### src/rtl/lsu_pkg.sv
// lsu_pkg: funct3 encodings and FSM state type shared by the load/store unit
package lsu_pkg;
  localparam logic [2:0] F3_B  = 3'd0;
  localparam logic [2:0] F3_H  = 3'd1;
  localparam logic [2:0] F3_W  = 3'd2;
  localparam logic [2:0] F3_BU = 3'd4;
  localparam logic [2:0] F3_HU = 3'd5;
  typedef enum logic [1:0] {IDLE, ISSUE, WAIT, RESP} lsu_state_t;
endpackage

### src/rtl/lsu_lane_align.sv
// lsu_lane_align: byte enables, store replication, load extraction and alignment check
module lsu_lane_align
  import lsu_pkg::*;
(
  input  logic [2:0]  funct3,
  input  logic [1:0]  offset,
  input  logic [31:0] wdata,
  input  logic [31:0] word,
  output logic [3:0]  bytesel,
  output logic [31:0] wdata_rep,
  output logic [31:0] rdata,
  output logic        misaligned
);
  logic [31:0] sh;
  assign sh = word >> {offset, 3'b000};
  assign bytesel = funct3[1:0] == 2'd0 ? 4'b0001 << offset :
                   funct3[1:0] == 2'd1 ? 4'b0011 << offset : 4'b1111;
  assign wdata_rep = funct3[1:0] == 2'd0 ? {4{wdata[7:0]}} :
                     funct3[1:0] == 2'd1 ? {2{wdata[15:0]}} : wdata;
  assign rdata = funct3 == F3_B  ? {{24{sh[7]}}, sh[7:0]} :
                 funct3 == F3_H  ? {{16{sh[15]}}, sh[15:0]} :
                 funct3 == F3_BU ? {24'b0, sh[7:0]} :
                 funct3 == F3_HU ? {16'b0, sh[15:0]} : sh;
  assign misaligned = (funct3[1:0] == 2'd1 && offset[0]) || (funct3[1:0] == 2'd2 && offset != 2'd0);
endmodule

### src/rtl/lsu_align.sv
// lsu_align: CU load/store request to word-aligned MMU access with fixed-latency response
module lsu_align
  import lsu_pkg::*;
#(
  parameter int MEM_LATENCY = 2
) (
  input  logic        soc_clk,
  input  logic        soc_rst,
  input  logic        req_valid,
  output logic        req_ready,
  input  logic        req_is_store,
  input  logic [2:0]  req_funct3,
  input  logic [31:0] req_addr,
  input  logic [31:0] req_wdata,
  output logic        rsp_valid,
  output logic [31:0] rsp_rdata,
  output logic        rsp_fault,
  output logic [31:0] CU_address,
  output logic [3:0]  CU_bytesel,
  output logic [31:0] CU_dat_in,
  output logic        read_or_write,
  output logic        retrieve,
  input  logic [31:0] MMU_dat_out
);
  lsu_state_t state, nxt;
  logic [3:0]  cnt, be_q, be;
  logic [31:0] addr_q, din_q, rdata_q, rep, ext;
  logic        rw_q, st_q, fault_q, mis, illegal, fault, idle;
  logic [2:0]  f3_q;
  logic [1:0]  off_q;
  assign idle = state == IDLE;
  // lane logic sees the live request while idle, the held request afterwards
  lsu_lane_align u_lane (
    .funct3    (idle ? req_funct3 : f3_q),
    .offset    (idle ? req_addr[1:0] : off_q),
    .wdata     (req_wdata),
    .word      (MMU_dat_out),
    .bytesel   (be),
    .wdata_rep (rep),
    .rdata     (ext),
    .misaligned(mis)
  );
  assign illegal = req_is_store ? req_funct3 >= 3'd3 : (req_funct3 == 3'd3 || req_funct3[2:1] == 2'b11);
  assign fault = mis | illegal;
  always_comb begin
    nxt = state == IDLE  ? (req_valid ? (fault ? RESP : ISSUE) : IDLE) :
          state == ISSUE ? WAIT :
          state == WAIT  ? (cnt == 4'd0 ? RESP : WAIT) : IDLE;
  end
  always_ff @(posedge soc_clk) begin
    if (soc_rst) begin
      state   <= IDLE;
      cnt     <= '0;
      addr_q  <= '0;
      be_q    <= '0;
      din_q   <= '0;
      rw_q    <= 1'b0;
      st_q    <= 1'b0;
      f3_q    <= '0;
      off_q   <= '0;
      fault_q <= 1'b0;
      rdata_q <= '0;
    end else begin
      state <= nxt;
      if (idle && req_valid) begin
        addr_q  <= fault ? '0 : {req_addr[31:2], 2'b00};
        be_q    <= fault ? '0 : be;
        din_q   <= (fault || !req_is_store) ? '0 : rep;
        rw_q    <= !fault && req_is_store;
        st_q    <= req_is_store;
        f3_q    <= req_funct3;
        off_q   <= req_addr[1:0];
        fault_q <= fault;
        rdata_q <= '0;
      end
      if (state == ISSUE) cnt <= 4'(MEM_LATENCY - 1);
      if (state == WAIT) begin
        cnt <= cnt - 4'd1;
        if (cnt == 4'd0 && !st_q) rdata_q <= ext;
      end
      if (state == RESP) begin
        addr_q <= '0;
        be_q   <= '0;
        din_q  <= '0;
        rw_q   <= 1'b0;
      end
    end
  end
  assign req_ready     = !soc_rst && idle;
  assign retrieve      = !soc_rst && state == ISSUE;
  assign rsp_valid     = !soc_rst && state == RESP;
  assign rsp_rdata     = rsp_valid ? rdata_q : '0;
  assign rsp_fault     = rsp_valid && fault_q;
  assign CU_address    = soc_rst ? '0 : addr_q;
  assign CU_bytesel    = soc_rst ? '0 : be_q;
  assign CU_dat_in     = soc_rst ? '0 : din_q;
  assign read_or_write = !soc_rst && rw_q;
endmodule
### config.mk
export PLATFORM = sky130hd
export DESIGN_NAME = lsu_align
export DESIGN_NICKNAME = d
export VERILOG_FILES = /design/src/rtl/lsu_pkg.sv /design/src/rtl/lsu_lane_align.sv /design/src/rtl/lsu_align.sv
export SDC_FILE = /design/constraint.sdc
export NUM_CORES = 1
export LEC_CHECK = 0
export CAP_MARGIN = 20
export CORE_ASPECT_RATIO = 0.9
export CORE_MARGIN = 1.5
export CORE_UTILIZATION = 49
export DETAILED_ROUTE_END_ITERATION = 12
export PLACE_DENSITY_LB_ADDON = 0.25
export SYNTH_ARGS = -nofsm -noshare
export SYNTH_HDL_FRONTEND = slang
export SYNTH_SLANG_ARGS = --single-unit
### constraint.sdc
create_clock -name soc_clk -period 5.9 [get_ports soc_clk]
set_input_delay 1.18 -clock soc_clk [delete_from_list [all_inputs] [get_ports soc_clk]]
set_output_delay 1.18 -clock soc_clk [all_outputs]
set_load 0.02 [all_outputs]
## After elaboration in Yosys (flattened, before gate mapping)

Cells that the tools add are included.

- Register bits after elaboration: 114
- Input bits: 103
- Output and inout port bits: 105

- Add/subtract/negate cells: 1
- Magnitude comparators: 1
- Equal/unequal tests: 10
- Shift-type cells: 3
- Mux-type cells: 29
- Bitwise logic cells: 1
- Reductions and logical operators: 24

Operator list:

| kind | count |
|---|---|
| 2-to-1 mux 32 bit | 14 |
| right shift 32 x 5 -> 32 bit | 1 |
| 2-to-1 mux 4 bit | 6 |
| 2-to-1 mux 2 bit | 6 |
| logical AND 1 bit | 10 |
| equality test 2 bit (second input constant) | 4 |
| equality test 3 bit (second input constant) | 2 |
| equality test 2 x 1 -> 1 bit (second input constant) | 2 |
| logical NOT 1 bit | 4 |
| logical NOT 2 bit | 2 |
| logical NOT 4 bit | 1 |
| nonzero test 2 bit | 2 |
| left shift 1 x 2 -> 4 bit (first input constant) | 1 |
| left shift 2 x 2 -> 4 bit (first input constant) | 1 |
| subtractor 4 x 1 -> 4 bit (second input constant) | 1 |
| equality test 3 x 1 -> 1 bit (second input constant) | 1 |
| equality test 3 x 2 -> 1 bit (second input constant) | 1 |
| greater-or-equal comparator 3 x 2 -> 1 bit (second input constant) | 1 |
| logical NOT 3 bit | 1 |
| logical OR 1 bit | 3 |
| 2-to-1 mux 3 bit | 1 |
| 2-to-1 mux 1 bit | 2 |
| OR reduction 2 bit | 1 |
| bitwise OR 1 bit | 1 |

## Longest topological paths before layout

Gate-level depths: netlist of the first run.

- Depth in word-level cells: 9
- Depth in mapped cells: 11
- Gate-level depth less buffers: 7

## Cells and area by module

A second synthesis of the first run with hierarchy kept.

- Cell total of the unflattened synthesis: 679
- Area total of the unflattened synthesis: 6233.5 µm²

Modules (own cells, without submodules):

| module | instances | cells each | area an instance (µm²) | sequential area each (µm²) |
|---|---|---|---|---|
| lsu_align | 1 | 501 | 4939.7 | 2242.2 |
| lsu_lane_align | 1 | 178 | 1293.7 | 0.0 |

## Worst setup path after synthesis of the first run

OpenSTA, ideal clock, no wires.

- Path kind: input-to-output
- From: input soc_rst
- To: output rsp_rdata[22]
- Arrival time: 2.065 ns
- Required time: 4.720 ns
- Path slack: 2.655 ns
- Stages on the path: 3
- Buffers on the path: 1
- Cells stage by stage: nor2b_1 clkbuf_1 and2_1

- Cells in the longest elaborated chain, start to end: 3

RTL lines:

| item | RTL line | text |
|---|---|---|
| start: declaration | lsu_align.sv:8 | `input logic soc_rst,` |
| logical NOT 1 bit | lsu_align.sv:91 | `assign rsp_valid = !soc_rst && state == RESP;` |
| logical AND 1 bit | lsu_align.sv:91 |  |
| net rsp_valid | lsu_align.sv:15 | `output logic rsp_valid,` |
| 2-to-1 mux 32 bit | lsu_align.sv:92 | `assign rsp_rdata = rsp_valid ? rdata_q : '0;` |
| end: declaration | lsu_align.sv:16 | `output logic [31:0] rsp_rdata,` |

The timed path passes the listed nets, and every way through them passes these cells.

## Worst setup path after layout of the first run

- From: input soc_rst
- To: output CU_address[23]

- Cells in the longest elaborated chain, start to end: 1

RTL lines:

| item | RTL line | text |
|---|---|---|
| 2-to-1 mux 32 bit | lsu_align.sv:94 | `assign CU_address = soc_rst ? '0 : addr_q;` |
| end: declaration | lsu_align.sv:18 | `output logic [31:0] CU_address,` |

Every way passes these cells.

==> key figures, run 1 <==
GRT
  – GRT Total Usage: 27.1%
  – Total congestion overflow: 0
  – Vias in the first global route: 5442
  – Initial antenna violation count: 0
  – Global-route wire length before repair: 27300 um
  – Largest net degree at the start of global routing: 82

Critical path
  – Startpoint Class: input pin
  – Worst path required time: 4720 ps
  – CP Capture Type: output port
  – Kind of critical path: input pin to output port
  – Critical Path Fanout Max: 81
  – CP Data Arrival Time: 2860 ps

Outcome
  – Outcome: completed

Synth
  – Number of synthesized flops with an enable pin: 0
  – Synth top area cells: dfxtp_1, nor2b_1, nand2_1
  – Synth area leader: dfxtp_1
  – Flops & latches, synth: 112
  – Ys Warns: 0
  – Post-synthesis async set-or-reset flop share: 0%
  – Synth top area share: 38.5%
  – Synth cell types: 51
  – Post-synthesis sequential area ratio: 38.5%
  – Post-synthesis instance area: 5830 sq um
  – Synth Instances: 720
  – Ys flop type: dfxtp_1
  – Post-Syn Area per Cell: 8.10 sq um

Final layout
  – Layout area overhead: 40.5%
  – ANT cells: 0
  – Final #Nets: 998
  – Fraction of layout cells with a size suffix above 1: 6.60%

Min path
  – HP Class: register to register

Place
  – Port bufs: 205
  – GPL Wtd Cong: 1.01
  – DP Wirelength: 12600 um

STA
  – Fmax: 248 MHz
  – Final min period: 4040 ps
  – Hold Fails Final Rpt: 0
  – Setup Skew: 6.10 ps
  – Setup violators final: 0
  – Setup_tns: 0 ps
  – RSZ-0062 raised after global routing: false
  – Max Slew Vio Count: 0
  – Actual slew at the worst max-slew pin: 1130 ps
  – Part of the cycle the worst path needs: 68.5%
  – Rel. slew slack: 24.4%

Clock network
  – H-tree Lvls: 3
  – CTS tree: built
  – Clock Path Buffers: 2
  – Sink Count: 112
  – CTS Buf Count: 9
  – Postcts setup bufs: 0
  – Clk_lat worst skew: 350 ps
  – Post-CTS Hold Fix Bufs: 0
  – Post-CTS Resized: 0
  – Clock Root Buffer: clkbuf_16
  – Worst-path clk slew: 70 ps

Die
  – Full die area: 12600 sq um
  – Die span in x: 118 um
  – Starting Density: 50.6%
  – Core area: 11500 sq um
  – Die outline height: 106 um
  – # IOs: 208
  – Core Rows: 37

Routing
  – ANT nets after route: 0
  – Vias after detailed routing: 5848
  – Vias/cell: 5.57
  – First drt pass iteration count: 5
  – Drt initial violations: 606
  – Avg WL per Cell: 16.7 um
  – Routed WL: 17600 um
  – Remaining DRCs: 0

Power and ir drop
  – Worst vdd ir: 0.163 mV
  – Leak Pwr: 3.03 nW
  – Power Density: 244 nW/um^2
  – Total power draw: 2.00 mW

Flow run
  – Maxcap violations: 0
## state kept, by name, summed over array words and instances (netlist names)
signal and count:
addr_q 30, be_q 4, cnt 4, din_q 32, f3_q 3, fault_q 1
off_q 2, rdata_q 32, rw_q 1, st_q 1, state 2
## layout make-up
| type | count | area, sq um |
|---|---|---|
| timing repair buffer | 216 | 2140 |
| clock inverter | 6 | 51.3 |
| sequential | 112 | 2240 |
| clock buffer | 10 | 229 |
| tap | 156 | 195 |
| inverter | 6 | 22.5 |
| fill | 891 | 3340 |
| multi-input combinational | 544 | 3300 |
## Yosys cell counts, types with 10 or more instances
master	number
nand3_1	26
and2_1	34
a21oi_1	61
buf_2	12
mux2_2	18
nor2_1	57
nand2_1	108
mux2i_1	23
a22o_1	16
a22oi_1	32
dfxtp_1	112
a31oi_1	11
a211oi_1	10
clkbuf_1	34
nor2b_1	72
o21ai_0	13
## worst max-delay path: stages
cell	delay, ps
buf_4	220
buf_4	700
nor2b_1	130
clkdlybuf4s50_1	580
## final timing paths
path	cells after the start	to	slack (ps)	from
setup / recovery	4	CU_address[23]	1860	soc_rst
hold / removal	2	addr_q[4]$_SDFFE_PP0P_	450	addr_q[4]$_SDFFE_PP0P_
setup reg to reg	8	rdata_q[8]$_SDFF_PP0_	2720	state[0]$_SDFF_PP0_
hold reg to reg	2	addr_q[4]$_SDFFE_PP0P_	450	addr_q[4]$_SDFFE_PP0P_
## report_power, final
group,total [mW],internal (mW),switching (mW)
Clock,0.584,0.295,0.289
Combinational,0.582,0.252,0.330
Sequential,0.834,0.805,0.0290
Total,2.00,1.35,0.648
## metrics by stage
stage | utilization (%) | hold slack (ps) | area (sq um) | cells | setup slack, ps
after floorplan | - | 432 | 5830 | 721 | 2660
after detailed placement | 68.4 | 443 | 7890 | 1033 | 1860
final | 71.0 | 453 | 8190 | 1050 | 1860
after global placement | 68.4 | 438 | 7890 | 1033 | 1920
after CTS | 70.9 | 454 | 8170 | 1049 | 1860
after global routing | 71.0 | 467 | 8190 | 1050 | 1730
## cell usage in the layout (no fill, tap or decap), types with 3 or more instances in the layout
| cell type | Yosys | final |
|---|---|---|
| a22oi_1 | 32 | 32 |
| nor2_1 | 57 | 57 |
| a22o_1 | 16 | 16 |
| a211oi_1 | 10 | 10 |
| ha_1 | 6 | 6 |
| o21ai_0 | 13 | 13 |
| a31oi_1 | 11 | 11 |
| buf_4 | 8 | 11 |
| mux2_2 | 18 | 18 |
| nand3_1 | 26 | 26 |
| nand2b_1 | 3 | 3 |
| inv_1 | 6 | 6 |
| a2bb2oi_1 | 7 | 7 |
| a21oi_1 | 61 | 61 |
| mux2i_1 | 23 | 23 |
| clkdlybuf4s50_1 | 0 | 204 |
| inv_6 | 0 | 3 |
| dfxtp_1 | 112 | 112 |
| nand2_1 | 108 | 107 |
| nor3_1 | 7 | 7 |
| clkbuf_16 | 0 | 9 |
| nor2b_1 | 72 | 72 |
| o22ai_1 | 8 | 8 |
| and2_1 | 34 | 34 |
## metal layers
metal	wire [um]	up-vias	GRT usage [%]
met5	0	-	0
met4	450	0	9.76
met3	1420	44	5.69
met2	8130	290	44.3
met1	7560	2701	35.5
li1	-	2813	-
## cells by family (layout without fill, tap and decap cells)
group,after synthesis,after routing,synth area share [%]
simple gates,321,321,27.1
compound gates,169,169,19.1
flops,112,112,38.5
buf+inv,65,238,5.09
mux,45,45,8.82
fa+ha+maj,6,6,1.29
other cells,1,2,0.0643
xor+xnor,1,1,0.150
(Power assumes the default switching activity.)
==> run 2: changes to the inputs <==
--- a/config.mk
+++ b/config.mk
@@ -8,7 +8,7 @@
 export CAP_MARGIN = 20
 export CORE_ASPECT_RATIO = 0.9
 export CORE_MARGIN = 1.5
-export CORE_UTILIZATION = 49
+export CORE_UTILIZATION = 46
 export DETAILED_ROUTE_END_ITERATION = 12
 export PLACE_DENSITY_LB_ADDON = 0.25
 export SYNTH_ARGS = -nofsm -noshare
==> constraint.sdc (replaced) <==
create_clock -name soc_clk -period 4.16 [get_ports soc_clk]
set_input_delay 0.832 -clock soc_clk [delete_from_list [all_inputs] [get_ports soc_clk]]
set_output_delay 0.832 -clock soc_clk [all_outputs]
set_load 0.02 [all_outputs]
==> key figures, run 2 (synthesis results as in run 1) <==
Outcome
  – Outcome: completed (unchanged)

Flow run
  – Maxcap violations: 0 (unchanged)

Place
  – DP Wirelength: 13000 um (was 12600 um)
  – Port bufs: 205 (unchanged)
  – GPL Wtd Cong: 0.920 (was 1.01)

Clock network
  – Clk_lat worst skew: 350 ps (about the same)
  – Sink Count: 112 (unchanged)
  – Post-CTS Resized: 0 (unchanged)
  – Worst-path clk slew: 80 ps (was 70 ps)
  – H-tree Lvls: 3 (unchanged)
  – Postcts setup bufs: 0 (unchanged)
  – Clock Path Buffers: 2 (unchanged)
  – Post-CTS Hold Fix Bufs: 0 (unchanged)
  – CTS Buf Count: 9 (unchanged)
  – Clock Root Buffer: clkbuf_16 (unchanged)
  – CTS tree: built (unchanged)

Die
  – # IOs: 208 (unchanged)
  – Die span in x: 122 um (was 118 um)
  – Starting Density: 47.7% (was 50.6%)
  – Core Rows: 38 (was 37)
  – Die outline height: 110 um (was 106 um)
  – Core area: 12200 sq um (was 11500 sq um)
  – Full die area: 13400 sq um (was 12600 sq um)

Routing
  – Vias/cell: 5.54 (was 5.57)
  – Avg WL per Cell: 16.7 um (about the same)
  – Vias after detailed routing: 5857 (was 5848)
  – First drt pass iteration count: 6 (was 5)
  – Routed WL: 17600 um (about the same)
  – ANT nets after route: 0 (unchanged)
  – Remaining DRCs: 0 (unchanged)
  – Drt initial violations: 648 (was 606)

Power and ir drop
  – Worst vdd ir: 0.255 mV (was 0.163 mV)
  – Power Density: 345 nW/um^2 (was 244 nW/um^2)
  – Total power draw: 2.84 mW (was 2.00 mW)
  – Leak Pwr: 3.04 nW (was 3.03 nW)

Critical path
  – Critical Path Fanout Max: 33 (was 81)
  – Critical path depth in cells: 10 (was 4)
  – Worst-case reg-to-reg path depth: 10 (was 8)
  – CP Data Arrival Time: 3440 ps (was 2860 ps)
  – Worst path required time: 4450 ps (was 4720 ps)
  – Kind of critical path: register to register (was input pin to output port)
  – Startpoint Class: register (was input pin)
  – CP Capture Type: register (was output port)
  – Worst path cell trace: inv_1 > ha_1 > buf_4 > mux2i_2 > buf_4 > xnor2_1 > a211oi_4 > buf_4 > a22oi_1 > nor2_1 (was buf_4 > buf_4 > nor2b_1 > clkdlybuf4s50_1)
  – Worst Path Buf+Inv: 4 (was 3)
  – CP max stage delay: 570 ps (was 700 ps)
  – Crit path max-delay cell type: ha_1 (was buf_4)
  – CP top delay family: buffers and inverters (unchanged)
  – Critical Path Most Common Cell: buf_4 (unchanged)

STA
  – Setup_tns: 0 ps (unchanged)
  – Setup Skew: 6.79 ps (was 6.10 ps)
  – Fmax: 317 MHz
  – RSZ-0062 raised after global routing: false (unchanged)
  – Actual slew at the worst max-slew pin: 950 ps (was 1130 ps)
  – Max Slew Vio Count: 0 (unchanged)
  – Part of the cycle the worst path needs: 75.8%
  – Rel. slew slack: 36.7% (was 24.4%)
  – Hold Fails Final Rpt: 0 (unchanged)
  – Setup violators final: 0 (unchanged)
  – Final min period: 3160 ps

Final layout
  – ANT cells: 0 (unchanged)
  – Final #Nets: 1002 (was 998)
  – Biggest regs: din_q x32, rdata_q x32, addr_q x30 (unchanged)
  – Commonest non-fill, non-tap cell in the layout: clkdlybuf4s50_1 (unchanged)
  – Layout area overhead: 41.1% (was 40.5%)
  – Fraction of layout cells with a size suffix above 1: 7.13% (was 6.60%)
  – Most frequent cells in the layout: clkdlybuf4s50_1, dfxtp_1, nand2_1 (unchanged)

Min path
  – Worst Hold Depth: 2 (unchanged)
  – HP Class: register to register (unchanged)

GRT
  – Total congestion overflow: 0 (unchanged)
  – GRT Total Usage: 26.1% (was 27.1%)
  – Global-route wire length before repair: 27700 um (was 27300 um)
  – Initial antenna violation count: 0 (unchanged)
  – Vias in the first global route: 5511 (was 5442)
  – Largest net degree at the start of global routing: 72 (was 82)
-- run 2: cell types whose count changed in the layout (fill, tap and decap cells not counted) --
cell,previous run,this run
clkinvlp_4,0,1
buf_12,1,0
clkbuf_1,1,0
inv_6,3,1
buf_4,11,16
clkinv_4,1,2
clkinv_8,0,1
-- run 2: layer usage --
metal	GRT usage, %	wire length [um]
met1	34.8	7630
met4	7.39	356
met2	41.9	8130
met5	0	0
met3	7.05	1500
-- run 2: layout make-up --
| type | instances | area, sq um |
|---|---|---|
| Clock buffer | 9 | 225 |
| Clock inverter | 7 | 66.3 |
| Fill cell | 990 | 4000 |
| Inverter | 6 | 22.5 |
| Multi-Input combinational cell | 544 | 3300 |
| Sequential cell | 112 | 2240 |
| Tap cell | 160 | 200 |
| Timing Repair Buffer | 220 | 2160 |
-- run 2: worst paths after layout --
kind | from | endpoint | slack, ps
max reg2reg | state[1]$_SDFF_PP0_ | din_q[31]$_SDFFE_PP0P_ | 1000
min reg2reg | addr_q[21]$_SDFFE_PP0P_ | addr_q[21]$_SDFFE_PP0P_ | 450
min | addr_q[21]$_SDFFE_PP0P_ | addr_q[21]$_SDFFE_PP0P_ | 450
max | state[1]$_SDFF_PP0_ | din_q[31]$_SDFFE_PP0P_ | 1000
-- run 2: stage by stage --
| stage | utilization, % | cell area [sq um] | hold WS, ps | setup slack [ps] | std cells |
|---|---|---|---|---|---|
| after CTS | 67.3 | 8220 | 453 | 1050 | 1058 |
| final | 67.3 | 8220 | 452 | 1000 | 1058 |
| after global placement | 64.9 | 7930 | 438 | 1010 | 1042 |
| after floorplan | - | 5830 | 432 | 1610 | 721 |
| after global routing | 67.3 | 8220 | 478 | 741 | 1058 |
| after detailed placement | 64.9 | 7930 | 443 | 963 | 1042 |
-- run 2: worst reg2reg max path: stages (launching register included) --
cell	delay, ps
dfxtp_1	340
inv_1	90
ha_1	570
buf_4	330
mux2i_2	340
buf_4	350
xnor2_1	180
a211oi_4	250
buf_4	370
a22oi_1	140
nor2_1	130
-- run 2: where the power goes --
part	switching, mW	internal, mW	total, mW
Sequential	0.0424	1.14	1.18
Combinational	0.459	0.357	0.816
Clock	0.420	0.419	0.839
